File: config.mk
export PLATFORM = sky130hd
export DESIGN_NAME = serial_adder_ctrl_flat
export DESIGN_NICKNAME = d
export VERILOG_FILES = /design/src/rtl/serial_adder_ctrl_if.sv /design/src/rtl/serial_adder_ctrl.sv /design/src/flat_wrapper.sv
export SDC_FILE = /design/constraint.sdc
export NUM_CORES = 1
export LEC_CHECK = 0
export ABC_AREA = 1
export CORE_UTILIZATION = 30
export DETAILED_ROUTE_END_ITERATION = 10
export HOLD_SLACK_MARGIN = 0.12
export SLEW_MARGIN = 10
export SYNTH_ARGS = -nofsm -noshare
export SYNTH_HDL_FRONTEND = slang
export SYNTH_SLANG_ARGS = --single-unit
File: constraint.sdc
create_clock -name clk -period 3.2 [get_ports clk]
set_clock_uncertainty 0.1 [all_clocks]
set_input_delay 0.64 -clock clk [delete_from_list [all_inputs] [get_ports clk]]
set_output_delay 0.64 -clock clk [all_outputs]
set_load 0.02 [all_outputs]
File: src/rtl/serial_adder_ctrl_if.sv
// Handshake and operand/result bundle for the bit-serial adder controller.
interface serial_adder_ctrl_if #(
  parameter int WIDTH = 8
);
  logic             start;
  logic [WIDTH-1:0] a;
  logic [WIDTH-1:0] b;
  logic             cin;
  logic             busy;
  logic             done;
  logic [WIDTH-1:0] sum;
  logic             cout;

  modport master (
    output start, a, b, cin,
    input  busy, done, sum, cout
  );

  modport slave (
    input  start, a, b, cin,
    output busy, done, sum, cout
  );
endinterface

File: src/rtl/serial_adder_ctrl.sv
// Bit-serial adder controller: one full-adder step per clock, LSB first,
// with a registered carry and a start/busy/done handshake.
module serial_adder_ctrl #(
  parameter int WIDTH = 8
) (
  input  logic                clk,
  input  logic                rst_n,
  serial_adder_ctrl_if.slave  bus
);

  localparam int CW = $clog2(WIDTH) + 1;

  typedef enum logic [1:0] {
    ST_IDLE = 2'd0,
    ST_RUN  = 2'd1,
    ST_DONE = 2'd2
  } state_t;

  state_t           state_r;
  state_t           state_s;
  logic [WIDTH-1:0] op_a_r;
  logic [WIDTH-1:0] op_b_r;
  logic [WIDTH-1:0] acc_r;
  logic             carry_r;
  logic [CW-1:0]    cnt_r;
  logic [WIDTH-1:0] sum_r;
  logic             cout_r;

  logic             accept_s;
  logic             step_s;
  logic             last_s;
  logic             bit_s;
  logic             carry_s;
  logic [WIDTH:0]   shift_s;
  logic [WIDTH-1:0] acc_next_s;

  // State register.
  always_ff @(posedge clk or negedge rst_n) begin
    if (!rst_n) begin
      state_r <= ST_IDLE;
    end else begin
      state_r <= state_s;
    end
  end

  // Next-state decode; a request is taken in IDLE or DONE, ignored in RUN.
  always_comb begin
    state_s  = state_r;
    accept_s = 1'b0;
    step_s   = 1'b0;
    last_s   = 1'b0;
    case (state_r)
      ST_IDLE: begin
        if (bus.start) begin
          accept_s = 1'b1;
          state_s  = ST_RUN;
        end else begin
          state_s  = ST_IDLE;
        end
      end
      ST_RUN: begin
        step_s = 1'b1;
        if (cnt_r == CW'(WIDTH - 1)) begin
          last_s  = 1'b1;
          state_s = ST_DONE;
        end else begin
          state_s = ST_RUN;
        end
      end
      ST_DONE: begin
        if (bus.start) begin
          accept_s = 1'b1;
          state_s  = ST_RUN;
        end else begin
          state_s  = ST_IDLE;
        end
      end
      default: begin
        state_s = ST_IDLE;
      end
    endcase
  end

  // Single full-adder cell and the MSB-side accumulator shift.
  always_comb begin
    bit_s      = op_a_r[0] ^ op_b_r[0] ^ carry_r;
    carry_s    = (op_a_r[0] & op_b_r[0]) | (op_a_r[0] & carry_r) | (op_b_r[0] & carry_r);
    shift_s    = {bit_s, acc_r};
    acc_next_s = shift_s[WIDTH:1];
  end

  // Operand capture, bit stepping, and result load on the final bit.
  always_ff @(posedge clk or negedge rst_n) begin
    if (!rst_n) begin
      op_a_r  <= '0;
      op_b_r  <= '0;
      acc_r   <= '0;
      carry_r <= 1'b0;
      cnt_r   <= '0;
      sum_r   <= '0;
      cout_r  <= 1'b0;
    end else if (accept_s) begin
      op_a_r  <= bus.a;
      op_b_r  <= bus.b;
      acc_r   <= '0;
      carry_r <= bus.cin;
      cnt_r   <= '0;
    end else if (step_s) begin
      op_a_r  <= op_a_r >> 1;
      op_b_r  <= op_b_r >> 1;
      acc_r   <= acc_next_s;
      carry_r <= carry_s;
      cnt_r   <= cnt_r + CW'(1);
      if (last_s) begin
        sum_r  <= acc_next_s;
        cout_r <= carry_s;
      end
    end
  end

  assign bus.busy = (state_r == ST_RUN);
  assign bus.done = (state_r == ST_DONE);
  assign bus.sum  = sum_r;
  assign bus.cout = cout_r;

endmodule

File: src/flat_wrapper.sv
// flat-port wrapper written by rule: the top's interface ports become plain ports
module serial_adder_ctrl_flat 
#(
  parameter int WIDTH = 8
)
  (clk, rst_n, bus_start, bus_a, bus_b, bus_cin, bus_busy, bus_done, bus_sum, bus_cout);
  serial_adder_ctrl_if #(.WIDTH(WIDTH)) bus_i ();
  input  logic clk;
  input  logic rst_n;
  input wire logic [$bits(bus_i.start)-1:0] bus_start;
  input wire logic [$bits(bus_i.a)-1:0] bus_a;
  input wire logic [$bits(bus_i.b)-1:0] bus_b;
  input wire logic [$bits(bus_i.cin)-1:0] bus_cin;
  output wire logic [$bits(bus_i.busy)-1:0] bus_busy;
  output wire logic [$bits(bus_i.done)-1:0] bus_done;
  output wire logic [$bits(bus_i.sum)-1:0] bus_sum;
  output wire logic [$bits(bus_i.cout)-1:0] bus_cout;
  assign bus_i.start = bus_start;
  assign bus_i.a = bus_a;
  assign bus_i.b = bus_b;
  assign bus_i.cin = bus_cin;
  assign bus_busy = bus_i.busy;
  assign bus_done = bus_i.done;
  assign bus_sum = bus_i.sum;
  assign bus_cout = bus_i.cout;
  serial_adder_ctrl #(.WIDTH(WIDTH)) u_core (.clk(clk), .rst_n(rst_n), .bus(bus_i));
endmodule
After elaboration in Yosys (flattened, before gate mapping) --
Cells that the tools add are included.
Word-level totals: word-level logic and storage cells 42, flip-flop bits (word level) 40, input bits 20, output and inout bits 11
Operators by class: multiplexer cells 18, reduce and logical (&&, ||, !) cells 4, bitwise logic cells 8, add/sub/neg operators 1, equal/unequal tests 3
Operators by type and width (number):
- two-way mux 8 bit | 6
- two-way mux 1 bit | 8
- two-way mux 4 bit | 2
- adder 4 x 1 -> 4 bit, second input constant | 1
- equality test 4 x 3 -> 1 bit, second input constant | 1
- case mux 2 bit (2 select lines) | 1
- AND 1 bit | 3
- AND reduction 3 bit | 1
- equality test 2 x 1 -> 1 bit, second input constant | 1
- equality test 2 bit, second input constant | 1
- zero test 2 bit | 1
- two-way mux 2 bit | 1
- OR 1 bit | 2
- nonzero test 2 bit | 1
- OR reduction 2 bit | 1
- XOR 1 bit | 2
- inverter 1 bit | 1

Longest topological paths before layout --
word-level depth 5, mapped depth 7, depth with buffers taken out 6

Worst setup path before layout --
Ideal clock, no wire load.
path kind reg2out, start register u_core.state_r[0], end output bus_done, stages on the path, launching flop included 2, arrival 710 ps, data required time 2460 ps, buffers on the path 0, path slack 1750 ps, cells stage by stage dfrtp_1 > nor2_1
On the way: longest elaborated chain between the ends 1
RTL lines:
- from (decl) | RTL line serial_adder_ctrl.sv:19 | state_t state_r;
- from (signal assigned) | RTL line serial_adder_ctrl.sv:42 | state_r <= state_s;
- equality test 2 bit | RTL line serial_adder_ctrl.sv:122 | assign bus.done = (state_r == ST_DONE);
- to (decl) | RTL line flat_wrapper.sv:15 | output wire logic [$bits(bus_i.done)-1:0] bus_done;
No other way between the ends.

Worst setup path in the final report --
start register u_core.state_r[0], end output bus_busy
On the way: longest elaborated chain between the ends 1
RTL lines:
- equality test 2 x 1 -> 1 bit | RTL line serial_adder_ctrl.sv:121 | assign bus.busy = (state_r == ST_RUN);
- to (decl) | RTL line flat_wrapper.sv:14 | output wire logic [$bits(bus_i.busy)-1:0] bus_busy;
No other way between the ends.

==> flow_summary.yaml <==
cts:
  htree_levels: 2
  cts_made_buffers: 5
  holdBufCountCts: 0
  cts_resized: 0
  path_clk_slew_ns: 0.08
  tritoncts: "built"
  insertion_delay_ns: 0.29
  cts_sinks: 39
  cts_setup_buffers: 0
  max-clock-path-buffers: 2
  cts_root_buf: "clkbuf_8"
setup_path:
  required_ns: 2.46
  crit_chain: "inv_2 > nor2_4 > clkdlybuf4s50_1"
  slowest_delay_ns: 0.66
  cp.buffers_inverters: 2
  cp-start-kind: "flip-flop"
  cp-end-kind: "output pin"
  critical_path_class: "flip-flop to output pin"
  cp.arrival_ns: 1.70
  worst-path-max-fanout: 10
  crit_family: "buffers and inverters"
  slowest_stage: "clkdlybuf4s50_1"
global_routing:
  first_global_vias: 1247
  grt_overflow_total: 0
  gr-usage-all-layers: 0.123
  grt_pass1_wl_um: 5670
  antenna_found_initial: 0
  grt_max_degree: 40
timing:
  hold_violations: 0
  finalSetupViolCount: 0
  slew_headroom: 0.433
  max_clock_freq_ghz: 0.410
  finalCriticalPeriod_ns: 2.44
  min_period_over_period: 0.762
  setup_slack_ns: 0.761
  rsz0062_at_grt: "no"
  tightest_slew_ns: 0.850
  slew_violations: 0
  fin_tns_setup_ns: 0
die:
  die_h_um: 77.9
  row_count: 27
  coreArea_mm2: 0.00554
  start_util: 0.312
  ios: 31
  die-area_mm2: 0.00608
  die_w_um: 77.9
logic_synthesis:
  syn_nets: 226
  postSynthAreaPerCell_um2: 8.48
  synth_warnings: 0
  seq_area_frac_synth: 0.564
  netlist_area_mm2: 0.00173
  synth-seq-cells: 39
  synthDistinctLibCells: 20
  syn_inst: 204
finish:
  n_fill_cell: 579
  syn_to_final_growth_pct: 25.8
  final_cell_mix: "nand2_1 (104), dfrtp_1 (39), clkdlybuf4s50_1 (29)"
  mostFrequentLayoutCell: "nand2_1"
  antenna_cells: 0
  layout-drive-gt1-share: 0.0932
  nNetsFinal: 257
detailed_routing:
  firstDrtPassIters: 4
  met3_length_um: 93
  first_iter_violations: 111
  via_per_inst: 4.26
  routedWlPerCell_um: 10.8
  m1WireLength_um: 1620
  top_layer: "met4"
  ant_nets: 0
  totalWireLength_um: 3320
  drcViolationCount: 0
  num_vias: 1312
  routed-wl-met2_um: 1560
placed_design:
  portBuffers: 30
  dpl.hpwl_um: 2260
  post-place-ws_ns: 0.940
  gp_congestion: 0.744
power:
  powerDensity_mw_per_mm2: 937
  power.leakage_nw: 1.11
  vdd_drop_max_mv: 0.263
status:
  status: "complete, no violations"
flow_run:
  maxCapViolCount: 0
hold_path:
  hold_path_class: "input port to asynchronous set/reset pin"
cell usage after synthesis (all sizes together):
master	instances	area share
nand2	107	0.24
a21oi	1	0.0029
ha	1	0.0072
nand3	5	0.014
o21ai	12	0.050
o22ai	7	0.025
dfrtp	39	0.56
fa	1	0.012
nor2	7	0.021
inv	18	0.039
buf	6	0.022
state kept, by name, indices dropped and copies added, names as in the netlist:
register and flops:
u_core.cnt_r 4, u_core.op_b_r 8, u_core.bus.cout 1, u_core.bus.sum 8, u_core.op_a_r 8, u_core.state_r 2, u_core.acc_r 7, u_core.carry_r 1
worst paths after layout:
check	startpoint	end	slack, ns	cells after the start
worst max-delay path	u_core.state_r[0]	bus_busy	0.76	3
worst min-delay path	rst_n	u_core.bus.sum[0]	0.36	1
worst max register to register	u_core.state_r[0]	u_core.carry_r	1.49	5
worst min register to register	u_core.op_b_r[7]	u_core.op_b_r[7]	0.38	2
max in group asynchronous	rst_n	u_core.bus.sum[3]	2.11	1
min in group clk	u_core.op_b_r[7]	u_core.op_b_r[7]	0.38	2
layout make-up:
type                       instances  area [µm²]  share of cell area
multi-input combinational        141         648               0.298
inverter                          18        67.6              0.0310
sequential                        39         976               0.448
tap                               72        90.1              0.0414
timing repair buffer              30         295               0.136
clock buffer                       8         100              0.0460
cell families after synthesis:
| logic type | count (synthesis) | synth area share |
|---|---|---|
| adders and majority gates | 2 | 0.0188 |
| buffers and inverters | 24 | 0.0615 |
| and+or+nand+nor | 119 | 0.278 |
| DFF | 39 | 0.564 |
| AOI/OAI and AO/OA | 20 | 0.0781 |
where the power goes:
part	total (W)	leakage, nW	internal [W]	switching, W
Combinational	0.000868	0.564	0.000334	0.000534
Clock	0.000363	0.0515	0.000197	0.000166
Sequential	0.000808	0.497	0.000698	0.000110
routing by layer:
metal	vias up	GRT usage
met4	0	0.0556
met2	22	0.191
met1	597	0.157
li1	689	-
met5	-	0
met3	4	0.0353
metrics by stage:
stage	area (µm²)	hold slack, ns	cells	power [W]	util
final	2180	0.361	308	0.00204	0.393
after floorplan	1730	0.244	204	0.00143	-
after global routing	2180	0.403	308	0.00222	0.393
after detailed placement	2080	0.365	300	0.00170	0.375
after global placement	2080	0.366	300	0.00168	0.375
after CTS	2180	0.384	308	0.00207	0.393
(Power assumes the default switching activity.)
